--- config.mk ---
export PLATFORM = sky130hd
export DESIGN_NAME = ulpi_reg_port
export DESIGN_NICKNAME = d
export VERILOG_FILES = /design/src/rtl/ulpi_reg_port.sv
export SDC_FILE = /design/constraint.sdc
export NUM_CORES = 1
export LEC_CHECK = 0
export BUFFER_PORTS_ARGS = -buffer_cell sky130_fd_sc_hd__buf_2
export CORE_ASPECT_RATIO = 1.4
export CORE_MARGIN = 1
export CORE_UTILIZATION = 35
export CTS_CLUSTER_DIAMETER = 120
export DETAILED_ROUTE_END_ITERATION = 16
export MAX_ROUTING_LAYER = met4
export PLACE_DENSITY_LB_ADDON = 0.05
export SYNTH_ARGS = -nofsm -noshare
export SYNTH_HDL_FRONTEND = slang
export SYNTH_SLANG_ARGS = --single-unit
export TNS_END_PERCENT = 5
--- constraint.sdc ---
create_clock -name CLKOUT -period 3.4 [get_ports CLKOUT]
set_input_delay 0.68 -clock CLKOUT [delete_from_list [all_inputs] [get_ports CLKOUT]]
set_output_delay 0.68 -clock CLKOUT [all_outputs]
set_load 0.02 [all_outputs]
--- src/rtl/ulpi_reg_port.sv ---
// ULPI link-side register access engine: issues TXCMD register reads/writes,
// handles PHY abort with automatic retry, and captures RX CMD bytes while idle.
module ulpi_reg_port #(
    parameter int TIMEOUT = 255,
    parameter int TW      = 8
) (
    input  logic       CLKOUT,
    input  logic       reset,
    input  logic       DIR,
    input  logic       NXT,
    output logic       STP,
    input  logic [7:0] data_in,
    output logic [7:0] data_out,
    output logic       data_oe,
    input  logic       req,
    input  logic       req_we,
    input  logic [5:0] req_addr,
    input  logic [7:0] req_wdata,
    output logic       busy,
    output logic       done,
    output logic       err,
    output logic [7:0] rdata,
    output logic       aborted,
    output logic       rxcmd_valid,
    output logic [7:0] rxcmd
);

    typedef enum logic [3:0] {
        IDLE, TXCMD, WDATA, WSTP, RTURN, RDATA, RX, RXEND, FAIL
    } state_t;

    state_t        state_reg, state_next;
    logic          dir_q_reg;
    logic [TW-1:0] cnt_reg, cnt_next;
    logic          retry_reg, retry_next;
    logic          we_reg, we_next;
    logic [5:0]    addr_reg, addr_next;
    logic [7:0]    wdata_reg, wdata_next;
    logic          stp_reg, stp_next;
    logic [7:0]    data_out_reg, data_out_next;
    logic          drive_en_reg, drive_en_next;
    logic          busy_reg, busy_next;
    logic          done_reg, done_next;
    logic          err_reg, err_next;
    logic          aborted_reg, aborted_next;
    logic          rxcmd_valid_reg, rxcmd_valid_next;
    logic [7:0]    rdata_reg, rdata_next;
    logic [7:0]    rxcmd_reg, rxcmd_next;

    logic timeout;
    assign timeout = (cnt_reg == TW'(TIMEOUT));

    // State register
    always_ff @(posedge CLKOUT or negedge reset) begin
        if (!reset) begin
            state_reg <= IDLE;
        end else begin
            state_reg <= state_next;
        end
    end

    // Next-state logic; DIR wins over NXT and req in every driving state
    always_comb begin
        state_next = state_reg;
        case (state_reg)
            IDLE: begin
                if (DIR)                     state_next = RX;
                else if (req || retry_reg)   state_next = TXCMD;
            end
            TXCMD: begin
                if (DIR)                     state_next = RX;
                else if (NXT)                state_next = we_reg ? WDATA : RTURN;
                else if (timeout)            state_next = FAIL;
            end
            WDATA: begin
                if (DIR)                     state_next = RX;
                else if (NXT)                state_next = WSTP;
                else if (timeout)            state_next = FAIL;
            end
            WSTP:                            state_next = IDLE;
            RTURN: begin
                if (DIR)                     state_next = NXT ? RX : RDATA;
                else if (timeout)            state_next = FAIL;
            end
            RDATA:                           state_next = DIR ? RX : FAIL;
            RX: begin
                if (!DIR)                    state_next = RXEND;
            end
            RXEND:                           state_next = IDLE;
            FAIL:                            state_next = IDLE;
            default:                         state_next = IDLE;
        endcase
    end

    // Output logic: every registered output is computed for the state being entered
    always_comb begin
        cnt_next         = cnt_reg;
        retry_next       = retry_reg;
        we_next          = we_reg;
        addr_next        = addr_reg;
        wdata_next       = wdata_reg;
        busy_next        = busy_reg;
        done_next        = 1'b0;
        err_next         = 1'b0;
        aborted_next     = 1'b0;
        rxcmd_valid_next = 1'b0;
        rdata_next       = rdata_reg;
        rxcmd_next       = rxcmd_reg;
        stp_next         = 1'b0;
        data_out_next    = 8'h00;
        drive_en_next    = 1'b1;

        case (state_reg)
            IDLE: begin
                if (state_next == TXCMD) begin
                    // A retry replays the request latched before the abort
                    if (!retry_reg) begin
                        we_next    = req_we;
                        addr_next  = req_addr;
                        wdata_next = req_wdata;
                    end
                    busy_next = 1'b1;
                    cnt_next  = '0;
                end
            end
            TXCMD, WDATA, RTURN: begin
                if (state_next == RX) begin
                    aborted_next = 1'b1;
                    retry_next   = 1'b1;
                end else if (state_next == state_reg) begin
                    cnt_next = cnt_reg + TW'(1);
                end
            end
            RDATA: begin
                if (DIR) begin
                    rdata_next = data_in;
                    done_next  = 1'b1;
                    busy_next  = 1'b0;
                    retry_next = 1'b0;
                end
            end
            RX: begin
                // Turnaround cycles and NXT-qualified USB data are not RX CMDs
                if (DIR && dir_q_reg && !NXT) begin
                    rxcmd_next       = data_in;
                    rxcmd_valid_next = 1'b1;
                end
            end
            default: ;
        endcase

        case (state_next)
            TXCMD:       data_out_next = {(we_next ? 2'b10 : 2'b11), addr_next};
            WDATA:       data_out_next = wdata_next;
            WSTP: begin
                stp_next   = 1'b1;
                done_next  = 1'b1;
                busy_next  = 1'b0;
                retry_next = 1'b0;
            end
            FAIL: begin
                stp_next   = 1'b1;
                done_next  = 1'b1;
                err_next   = 1'b1;
                busy_next  = 1'b0;
                retry_next = 1'b0;
            end
            RTURN, RDATA, RX: drive_en_next = 1'b0;
            default: ;
        endcase
    end

    always_ff @(posedge CLKOUT or negedge reset) begin
        if (!reset) begin
            dir_q_reg       <= 1'b0;
            cnt_reg         <= '0;
            retry_reg       <= 1'b0;
            we_reg          <= 1'b0;
            addr_reg        <= 6'h00;
            wdata_reg       <= 8'h00;
            stp_reg         <= 1'b0;
            data_out_reg    <= 8'h00;
            drive_en_reg    <= 1'b1;
            busy_reg        <= 1'b0;
            done_reg        <= 1'b0;
            err_reg         <= 1'b0;
            aborted_reg     <= 1'b0;
            rxcmd_valid_reg <= 1'b0;
            rdata_reg       <= 8'h00;
            rxcmd_reg       <= 8'h00;
        end else begin
            dir_q_reg       <= DIR;
            cnt_reg         <= cnt_next;
            retry_reg       <= retry_next;
            we_reg          <= we_next;
            addr_reg        <= addr_next;
            wdata_reg       <= wdata_next;
            stp_reg         <= stp_next;
            data_out_reg    <= data_out_next;
            drive_en_reg    <= drive_en_next;
            busy_reg        <= busy_next;
            done_reg        <= done_next;
            err_reg         <= err_next;
            aborted_reg     <= aborted_next;
            rxcmd_valid_reg <= rxcmd_valid_next;
            rdata_reg       <= rdata_next;
            rxcmd_reg       <= rxcmd_next;
        end
    end

    // Bus is released combinationally the cycle DIR rises
    assign data_oe     = ~DIR & drive_en_reg;
    assign STP         = stp_reg;
    assign data_out    = data_out_reg;
    assign busy        = busy_reg;
    assign done        = done_reg;
    assign err         = err_reg;
    assign rdata       = rdata_reg;
    assign aborted     = aborted_reg;
    assign rxcmd_valid = rxcmd_valid_reg;
    assign rxcmd       = rxcmd_reg;

endmodule
Word-level counts from Yosys, hierarchy flattened
Cells that the tools add are included.
- flip-flop bits (word level): 60
- input bits: 28
- output and inout bits: 31
- logic and storage cells: 101
- add/subtract/negate cells: 1
- equal/unequal tests: 20
- mux-type cells: 45
- bitwise logic cells: 2
- reduce and logical (&&, ||, !) cells: 16
- operator list (cell ; number):
    $mux W8 ; 6
    $mux W4 ; 10
    $pmux W8 S2 ; 2
    $eq A4 B3 Y1 const B ; 6
    $pmux W4 S6 ; 1
    $mux W1 ; 19
    $mux W6 ; 3
    $eq A4 B2 Y1 const B ; 3
    $ne A3 B3 Y1 const B ; 3
    $add A8 B1 Y8 const B ; 1
    $eq A4 B1 Y1 const B ; 2
    $eq A8 B8 Y1 const B ; 1
    $ne A2 B2 Y1 const B ; 3
    $reduce_and A3 Y1 ; 2
    $reduce_bool A3 Y1 ; 2
    $reduce_or A3 Y1 ; 2
    $eq A4 B4 Y1 ; 1
    $eq A4 B4 Y1 const B ; 1
    $logic_not A4 Y1 ; 1
    $pmux W1 S2 ; 2
    $reduce_and A2 Y1 ; 2
    $reduce_and A4 Y1 ; 1
    $mux W3 ; 1
    $logic_and A1 B1 Y1 ; 2
    7 further kinds ; 7

Logic depth before layout (Yosys ltp)
Gate-level depths: netlist of the first run.
- depth after elaboration: 10
- gate-level depth with buffers: 8
- gate-level depth less buffers: 7

Least setup slack after synthesis of the first run
No wires, ideal clock.
- kind: in2reg
- from: input DIR
- to: register data_out_reg[4] (netlist: data_out[4])
- library setup time: 0.121 ns
- arrival time: 2.106 ns
- data required time: 3.279 ns
- path slack: 1.173 ns
- stages on the path: 7
- buffers on the path: 2
- path through: or3_4 nor4_4 nand2b_1 buf_2 buf_6 mux2_4 a22o_1
- longest elaborated chain between the ends: 6
- elaborated cells on any way between the ends: 14
- classes of those cells: 2 x eq/ne; 12 x mux
- RTL lines (element ; line ; RTL):
    from (decl) ; 9 ; input logic DIR,
    $mux W4 (tied with other cells) ; 87 ; if (!DIR) state_next = RXEND;
    $pmux W4 S6 (*) ; 65 ; case (state_reg)
    $eq A4 B1 Y1 (*) ; 115 ; if (state_next == TXCMD) begin
    $mux W6 (*) ; 115 ;
    $mux W6 (*) ; 113 ; case (state_reg)
    via addr_next[4] ; 37 ; logic [5:0] addr_reg, addr_next;
    $pmux W8 S2 (*) ; 152 ; case (state_next)
    via data_out_next[4] ; 40 ; logic [7:0] data_out_reg, data_out_next;
    to (signal assigned) ; 199 ; data_out_reg <= data_out_next;
    to (decl) ; 40 ;
Mark *: on every way through the listed nets, which the timed path passes. The rest lies on a longest branch.
A chain may end at the register's enable or synchronous reset.

Worst setup path in the final report of the first run
- from: register state_reg[0]
- to: register data_out_reg[5] (netlist: data_out[5])
- longest elaborated chain between the ends: 8
- elaborated cells on any way between the ends: 23
- classes of those cells: 7 x eq/ne; 15 x mux; 1 x reduce/logical
- RTL lines (element ; line ; RTL):
    from (decl) ; 32 ; state_t state_reg, state_next;
    from (signal assigned) ; 58 ; state_reg <= state_next;
    $mux W4 ; 73, 78, 83 ;
    $mux W4 (on tied branches) ; 77, 72 ;
    $mux W4 (on tied branches) ; 76, 71 ;
    $pmux W4 S6 (*) ; 65 ;
    via state_next[0] ; 32 ;
    $eq A4 B1 Y1 ; 115, 152 ;
    $mux W8 / $mux W6 (equally long branches) ; 115 ;
    $mux W8 / $mux W6 (equally long branches) ; 113 ;
    $pmux W8 S2 (*) ; 152 ;
    via data_out_next[5] ; 40 ;
Marks and branches as above.

==> impl_metrics.yaml, run 1 <==
sta:
  worst_slack_ps: 921
  finalClockSkew_ps: 8.03
  rsz0062_at_grt: "no"
  tightest_slew_ps: 858
  setup_tns_ps: 0
  setup_viol: 0
  fmax_mhz: 403
  hold_viol: 0
  relSlewSlack_pct: 41.9
  period_needed_ps: 2480
  maxSlewViolCount: 0
  fin_crit_sh_pct: 72.9
critical_path:
  cp-startpoint: "state_reg[0]$_DFF_PN0_"
  cp.arrival_ps: 2750
  crit_required_ps: 3670
  r2r_setup_slack_ps: 920
  r2r_cells: 6
  end_kind: "register"
  critical_path_buf_inv_count: 0
  cp_max_fo: 14
  critical-path-max-stage-delay_ps: 640
  worstReg2RegStart: "state_reg[0]$_DFF_PN0_"
  path_delay_family: "compound AO/OA/AOI/OAI gates"
  start_kind: "register"
  regToRegEndpoint: "data_out[5]$_DFF_PN0_"
  path_class: "register to register"
  cp_slowest_cell: "dfrtp_1"
  path_cells: "nor2b_1 > o211a_2 > a211oi_2 > o41ai_1 > nor3_2 > a22o_1"
finish:
  final_nets: 326
  n_antenna_cell: 0
  layout_common_cells: "dfrtp_1 (59), buf_2 (58), nand2_1 (30)"
  drive_gt1_share_pct: 33.1
  final_common_cell: "dfrtp_1"
  syn_to_final_growth_pct: 21.0
  final_area_sq_um: 3260
synth:
  synth-async-reset-ratio_pct: 100
  yosysWarnings: 0
  synth_cells: 235
  synth_area_leaders: "dfrtp_1 (55%), mux2_4 (5.0%), nand2_1 (4.2%), mux2_1 (3.3%), mux2_2 (2.5%)"
  synth.top_cell.area_share_pct: 54.9
  syn_avg_cell_area_sq_um: 11.4
  synth-edff-count: 0
  synth_nets: 264
  ys.flop_type: "dfrtp_1"
  syn-cell-area_sq_um: 2690
  synth_seq_cells: 60
  ys_seq_area_share_pct: 55.9
  yosys.area.top_type: "dfrtp_1"
  synth_cell_types: 50
grt:
  grt.total_usage_pct: 16.1
  grt_pass1_vias: 2060
  antenna_found_initial: 0
  grt_max_degree: 41
  grt_overflow: 0
  grt_pass1_wl_um: 9740
cts:
  cts_resized: 0
  cts_tree: "yes"
  cts.reportedPaths.clkPinSlew_ps: 70
  clkLatencyLatePin_ps: 330
  post_cts_buffers: 0
  cts_root_buffer: "clkbuf_8"
  cts.path.max_buffers: 2
  cts_hold_buf: 0
  cts_buffers: 9
  h-tree-depth: 3
  cts.sinks: 60
routing:
  vias: 1984
  drt_iter0_markers: 93
  wl_um: 5770
  drtPass1Iterations: 4
  ant_nets: 0
  vias_per_cell: 4.97
  drc_errors: 0
  wl_per_cell_um: 14.5
power_and_ir_drop:
  power_density_nw_per_um2: 898
  total_power_uw: 2920
  leakage_uw: 0.00163
  irDropWorstVdd_mv: 0.338
placement:
  dpl_cell_area_sq_um: 3070
  port_buffers: 58
  dp_hpwl_um: 4120
  dpl_worst_slack_ps: 764
  gp_congestion: 0.764
floorplan:
  ios: 59
  fp-row-count: 37
  core_sq_um: 7410
  die_h_um: 106
  die_w_um: 76.1
  initial_core_util_pct: 36.3
  die_area_sq_um: 8050
run:
  drv_cap: 0
run_status:
  status: "finished clean"
hold_path:
  hold_class: "input port to async pin"
synthesized netlist by cell type (3+ instances only):
cell and instances:
a21oi_1 4, a22o_1 6, and3_1 3, buf_2 6
clkbuf_1 3, dfrtp_1 59, inv_1 6, mux2_1 8
mux2_2 6, mux2_4 9, nand2_1 30, nand2b_1 4
nand3_1 7, nand4_1 3, nor2_1 12, nor2b_1 8
nor3_1 6, o21ai_0 6, o21ai_1 11, o22a_1 3
report_power, final:
group | switching [uW] | leakage (uW) | internal (uW)
Clock | 266 | 0.0000931 | 335
Sequential | 182 | 0.000765 | 999
Combinational | 662 | 0.000773 | 481
kinds of logic after synthesis:
group,count (synthesis),synth area share (%)
adders and majority gates,1,0.465
and+or+nand+nor,85,16.6
buffers and inverters,17,2.93
DFF,60,55.9
muxes,23,10.9
AOI/OAI and AO/OA,49,13.3
worst reg2reg max path: stages (launching register included):
cell and delay [ps]:
dfrtp_1 640, nor2b_1 240, o211a_2 210, a211oi_2 390, o41ai_1 190, nor3_2 530
a22o_1 240
worst max-delay path by stage:
stage                            end  slack [ps]  cells after the start
3_3_place_gp   data_out[5]$_DFF_PN0_         810                      7
6_report       data_out[5]$_DFF_PN0_         920                      6
4_1_cts        data_out[5]$_DFF_PN0_         840                      6
2_1_floorplan  data_out[4]$_DFF_PN0_        1170                      7
3_5_place_dp   data_out[5]$_DFF_PN0_         760                      7
5_1_grt        data_out[5]$_DFF_PN0_         680                      6
metal layers:
layer | track usage, % | up-vias | part of all wire (%)
li1 | - | 957 | -
met1 | 18.3 | 963 | 44
met2 | 26.0 | 53 | 49
met3 | 4.42 | 11 | 4.2
met4 | 8.52 | 0 | 2.5
met5 | - | - | 0
per-stage QoR:
| step | utilization [%] | std cells | hold slack [ps] |
|---|---|---|---|
| floorplan | - | 235 | 384 |
| global placement | 41.5 | 383 | 454 |
| detailed placement | 41.5 | 383 | 458 |
| CTS | 44.0 | 399 | 473 |
| global route | 44.0 | 399 | 504 |
| finish | 44.0 | 399 | 454 |
layout make-up:
type / count / area [sq um]
tap: 97 / 121
multi-input combinational: 158 / 1110
fill: 749 / 4150
clock buffer: 11 / 131
clock inverter: 5 / 52.6
timing repair buffer: 61 / 313
inverter: 7 / 26.3
sequential: 60 / 1500
Note: power is estimated with default switching activity, not from simulation.
==> inputs of run 2 (changes only) <==
- clock period: 3.4 -> 2.4 ns (I/O delays scaled with it)
==> run 2 against run 1 <==
Net effect: final area up 4.7%; die area unchanged; non-clock buffer count up 16; critical path type unchanged; sequential power up 36%; highest routed layer unchanged; sequential cell count unchanged; via count up 2.9%.
==> impl_metrics.yaml, run 2 (synthesized netlist as in run 1, its figures left out) <==
grt:
  grt_pass1_wl_um: 10300
  grt_overflow: 0
  grt.total_usage_pct: 17.0
  grt_pass1_vias: 2096
  grt_max_degree: 25
  antenna_found_initial: 0
floorplan:
  die_h_um: 106
  fp-row-count: 37
  initial_core_util_pct: 36.3
  ios: 59
  core_sq_um: 7410
  die_area_sq_um: 8050
  die_w_um: 76.1
cts:
  cts_tree: "yes"
  cts.reportedPaths.clkPinSlew_ps: 70
  cts_buffers: 9
  cts_resized: 0
  post_cts_buffers: 0
  cts.sinks: 60
  clkLatencyLatePin_ps: 340
  cts_root_buffer: "clkbuf_8"
  cts_hold_buf: 0
  cts.path.max_buffers: 2
  h-tree-depth: 3
sta:
  rsz0062_at_grt: "no"
  fmax_mhz: 470
  setup_viol: 0
  tightest_slew_ps: 563
  finalClockSkew_ps: 13.4
  period_needed_ps: 2130
  maxSlewViolCount: 0
  hold_viol: 0
  relSlewSlack_pct: 62.3
  setup_tns_ps: 0
  fin_crit_sh_pct: 88.7
finish:
  final_util_pct: 46.0
  multi_input_area_sq_um: 1110
  final_area_sq_um: 3410
  n_antenna_cell: 0
  layout.area.seq_sq_um: 1500
  nFillCells: 769
  final_nets: 342
  syn_to_final_growth_pct: 26.7
  layout_common_cells: "dfrtp_1 (59), buf_2 (58), nand2_1 (30)"
  final_common_cell: "dfrtp_1"
  drive_gt1_share_pct: 36.5
placement:
  gp_congestion: 0.822
  dp_hpwl_um: 4390
  dpl_cell_area_sq_um: 3190
  port_buffers: 58
routing:
  wl_um: 5920
  vias: 2041
  drt_iter0_markers: 103
  drtPass1Iterations: 4
  wl_per_cell_um: 14.3
  ant_nets: 0
  vias_per_cell: 4.92
  drc_errors: 0
power_and_ir_drop:
  irDropWorstVdd_mv: 0.585
  power_density_nw_per_um2: 1290
  leakage_uw: 0.00173
run_status:
  status: "finished clean"
critical_path:
  path_class: "register to register"
  end_kind: "register"
  start_kind: "register"
  r2r_setup_slack_ps: 270
  cp_max_fo: 15
  cp.arrival_ps: 2340
  crit_required_ps: 2620
hold_path:
  hold_class: "input port to async pin"
run:
  drv_cap: 0
## run 2: cell count changes in the layout (fill, tap and decap cells not counted), sizes merged
| cell | before | now |
|---|---|---|
| clkinv | 3 | 0 |
| clkbuf | 11 | 15 |
| clkinvlp | 1 | 0 |
| buf | 61 | 77 |
## run 2: critical path, stage by stage (launching register included)
cell and delay (ps):
dfrtp_1 480, or3_4 440, nor4_4 240, nand2b_1 100, buf_4 230, mux2_4 320
a22o_1 190
## run 2: worst paths after layout
path / from / endpoint / depth (start not counted)
max: state_reg[2]$_DFF_PN0_ / data_out[2]$_DFF_PN0_ / 6
max in group asynchronous: reset / state_reg[3]$_DFF_PN0_ / 2
max reg2reg: state_reg[2]$_DFF_PN0_ / data_out[2]$_DFF_PN0_ / 6
min in group CLKOUT: data_in[7] / rxcmd[7]$_DFFE_PN0P_ / 3
min: reset / rdata[7]$_DFFE_PN0P_ / 1
min reg2reg: rxcmd[3]$_DFFE_PN0P_ / rxcmd[3]$_DFFE_PN0P_ / 2
## run 2: through the flow
stage	hold slack (ps)	total power [uW]	setup slack, ps	std cells
after global routing	60.8	4720	139	415
after floorplan	184	2840	326	235
final	36.7	4400	272	415
after CTS	36.9	4470	264	415
after detailed placement	407	3480	174	399
after global placement	415	3480	148	399
## run 2: per-layer routing
| metal | global-route usage, % | vias up | routed length [um] |
|---|---|---|---|
| met5 | - | - | 0 |
| met3 | 4.85 | 16 | 315 |
| met1 | 19.6 | 964 | 2500 |
| met4 | 8.10 | 0 | 189 |
| met2 | 27.3 | 65 | 2920 |
| li1 | - | 996 | - |
## run 2: area by class of cell
| type | count | share of cell area (%) |
|---|---|---|
| multi-input combinational | 158 | 32.5 |
| timing repair buffer | 77 | 12.7 |
| inverter | 7 | 0.771 |
| sequential | 60 | 44.1 |
| tap | 97 | 3.56 |
| clock inverter | 1 | 0.881 |
| clock buffer | 15 | 5.47 |
## run 2: power by group
group          switching (uW)  internal [uW]
Sequential                192           1420
Clock                     373            595
Combinational            1030            798
==> inputs of run 3 (changes only) <==
- PLACE_DENSITY: not set -> 0.53
- PLACE_DENSITY_LB_ADDON: 0.05 -> not set
==> run 3 against run 2 <==
Net effect: total power decreased by 1.1%; largest power group unchanged; clock power decreased by 6.4%; largest cell class unchanged; clock-buffer cell count decreased by 3; critical endpoint is now data_out[5]$_DFF_PN0_; sequential cell count unchanged; die area unchanged; hold slack improved by 110 ps; final cell count decreased by 0.72%; sequential power about the same; fmax decreased by 1.0%; utilization decreased by 0.32 points.
==> impl_metrics.yaml, run 3 (synthesized netlist as in run 1, its figures left out) <==
cts:
  cts.reportedPaths.clkPinSlew_ps: 60
  post_cts_buffers: 0
  cts.path.max_buffers: 2
  cts_tree: "yes"
  cts_root_buffer: "clkbuf_8"
  clkLatencyLatePin_ps: 330
  cts_resized: 0
  cts_buffers: 9
  cts.sinks: 60
  cts_hold_buf: 0
  h-tree-depth: 3
power_and_ir_drop:
  p_sw_share_pct: 37.0
  irDropWorstVdd_mv: 0.591
  power_density_nw_per_um2: 1290
  switchingPower_uw: 1610
  seqPwrFrac_pct: 37.6
  leakage_uw: 0.00171
  pwr-share-clk_pct: 20.8
  combPwrFrac_pct: 41.6
  power.internal_uw: 2740
sta:
  setup_viol: 0
  fin_crit_sh_pct: 89.6
  hold_viol: 0
  period_needed_ps: 2150
  relSlewSlack_pct: 60.4
  rsz0062_at_grt: "no"
  fmax_mhz: 465
  tightest_slew_ps: 586
  holdWs_ps: 146
  maxSlewViolCount: 0
  setup_tns_ps: 0
  finalClockSkew_ps: 7.37
routing:
  drt_iter0_markers: 82
  vias: 2018
  wl_per_cell_um: 14.1
  ant_nets: 0
  vias_per_cell: 4.90
  drtPass1Iterations: 4
  drc_errors: 0
  wl_um: 5800
finish:
  final_nets: 339
  final_common_cell: "dfrtp_1"
  nFillCells: 721
  n_antenna_cell: 0
  drive_gt1_share_pct: 36.2
  syn_to_final_growth_pct: 25.8
  layout_common_cells: "dfrtp_1 (59), buf_2 (58), nand2_1 (30)"
  stdcell_count: 412
critical_path:
  critical_path_buf_inv_count: 1
  r2r_cells: 8
  path_cells: "ha_1 > nand3_1 > or2_1 > a211oi_1 > o22a_1 > nor3_2 > buf_4 > a22o_1"
  crit_required_ps: 2620
  worstSetupPathDepth: 8
  start_kind: "register"
  cp.arrival_ps: 2370
  end_kind: "register"
  cp_slowest_cell: "dfrtp_1"
  path_class: "register to register"
  r2r_setup_slack_ps: 250
  critical-path-max-stage-delay_ps: 400
  cp_max_fo: 8
  path_delay_family: "compound AO/OA/AOI/OAI gates"
grt:
  grt_pass1_vias: 2047
  grt.total_usage_pct: 16.3
  grt_max_degree: 37
  antenna_found_initial: 0
  grt_pass1_wl_um: 9910
  grt_overflow: 0
placement:
  gp_congestion: 0.833
  post-place-cells: 396
  dp_hpwl_um: 4280
  port_buffers: 58
floorplan:
  die_w_um: 76.1
  fp-row-count: 37
  die_area_sq_um: 8050
  initial_core_util_pct: 36.3
  ios: 59
  core_sq_um: 7410
  die_h_um: 106
hold_path:
  hold_class: "input port to async pin"
run:
  drv_cap: 0
run_status:
  status: "finished clean"
==> run 3: cell types whose count changed in the layout (fill, tap and decap cells not counted) <==
cell / delta
buf_12: +1
clkinv_2: +2
clkbuf_8: -2
buf_4: -4
clkinvlp_4: +1
clkbuf_1: -1
==> run 3: final cells by class <==
type	instances	area, sq um	share of cell area [%]
Clock buffer	12	155	4.58
Clock inverter	4	47.5	1.40
Inverter	7	26.3	0.776
Multi-Input combinational cell	158	1110	32.8
Sequential cell	60	1500	44.4
Tap cell	97	121	3.59
Timing Repair Buffer	74	423	12.5
==> run 3: path summary, 6_finish.rpt <==
kind / to / startpoint
max: data_out[5]$_DFF_PN0_ / cnt_reg[0]$_DFFE_PN0P_
min: rdata[1]$_DFFE_PN0P_ / reset
max reg2reg: data_out[5]$_DFF_PN0_ / cnt_reg[0]$_DFFE_PN0P_
min reg2reg: rxcmd[6]$_DFFE_PN0P_ / rxcmd[6]$_DFFE_PN0P_
max in group asynchronous: state_reg[0]$_DFF_PN0_ / reset
min in group CLKOUT: rxcmd[1]$_DFFE_PN0P_ / data_in[1]
==> run 3: power by group through the flow <==
stage | clock network, uW | logic (uW) | registers, uW
floorplan | 0 | 1000 | 1840
global placement | 0 | 1800 | 1650
detailed placement | 0 | 1830 | 1650
CTS | 933 | 1830 | 1640
global route | 975 | 1990 | 1690
finish | 906 | 1810 | 1630
==> run 3: per-stage QoR <==
stage | util [%] | worst slack (ps) | area, sq um | power (uW)
after detailed placement | 43.0 | 163 | 3180 | 3480
after CTS | 45.7 | 239 | 3380 | 4400
after global placement | 43.0 | 184 | 3180 | 3450
final | 45.7 | 250 | 3380 | 4350
after global routing | 45.7 | 126 | 3380 | 4650
after floorplan | - | 326 | 2690 | 2840
==> run 3: per-layer routing <==
layer | global-route usage (%) | vias up | wire [um]
li1 | - | 992 | -
met1 | 19.2 | 952 | 2670
met2 | 26.0 | 57 | 2740
met3 | 3.38 | 17 | 233
met4 | 8.93 | 0 | 155
met5 | - | - | 0
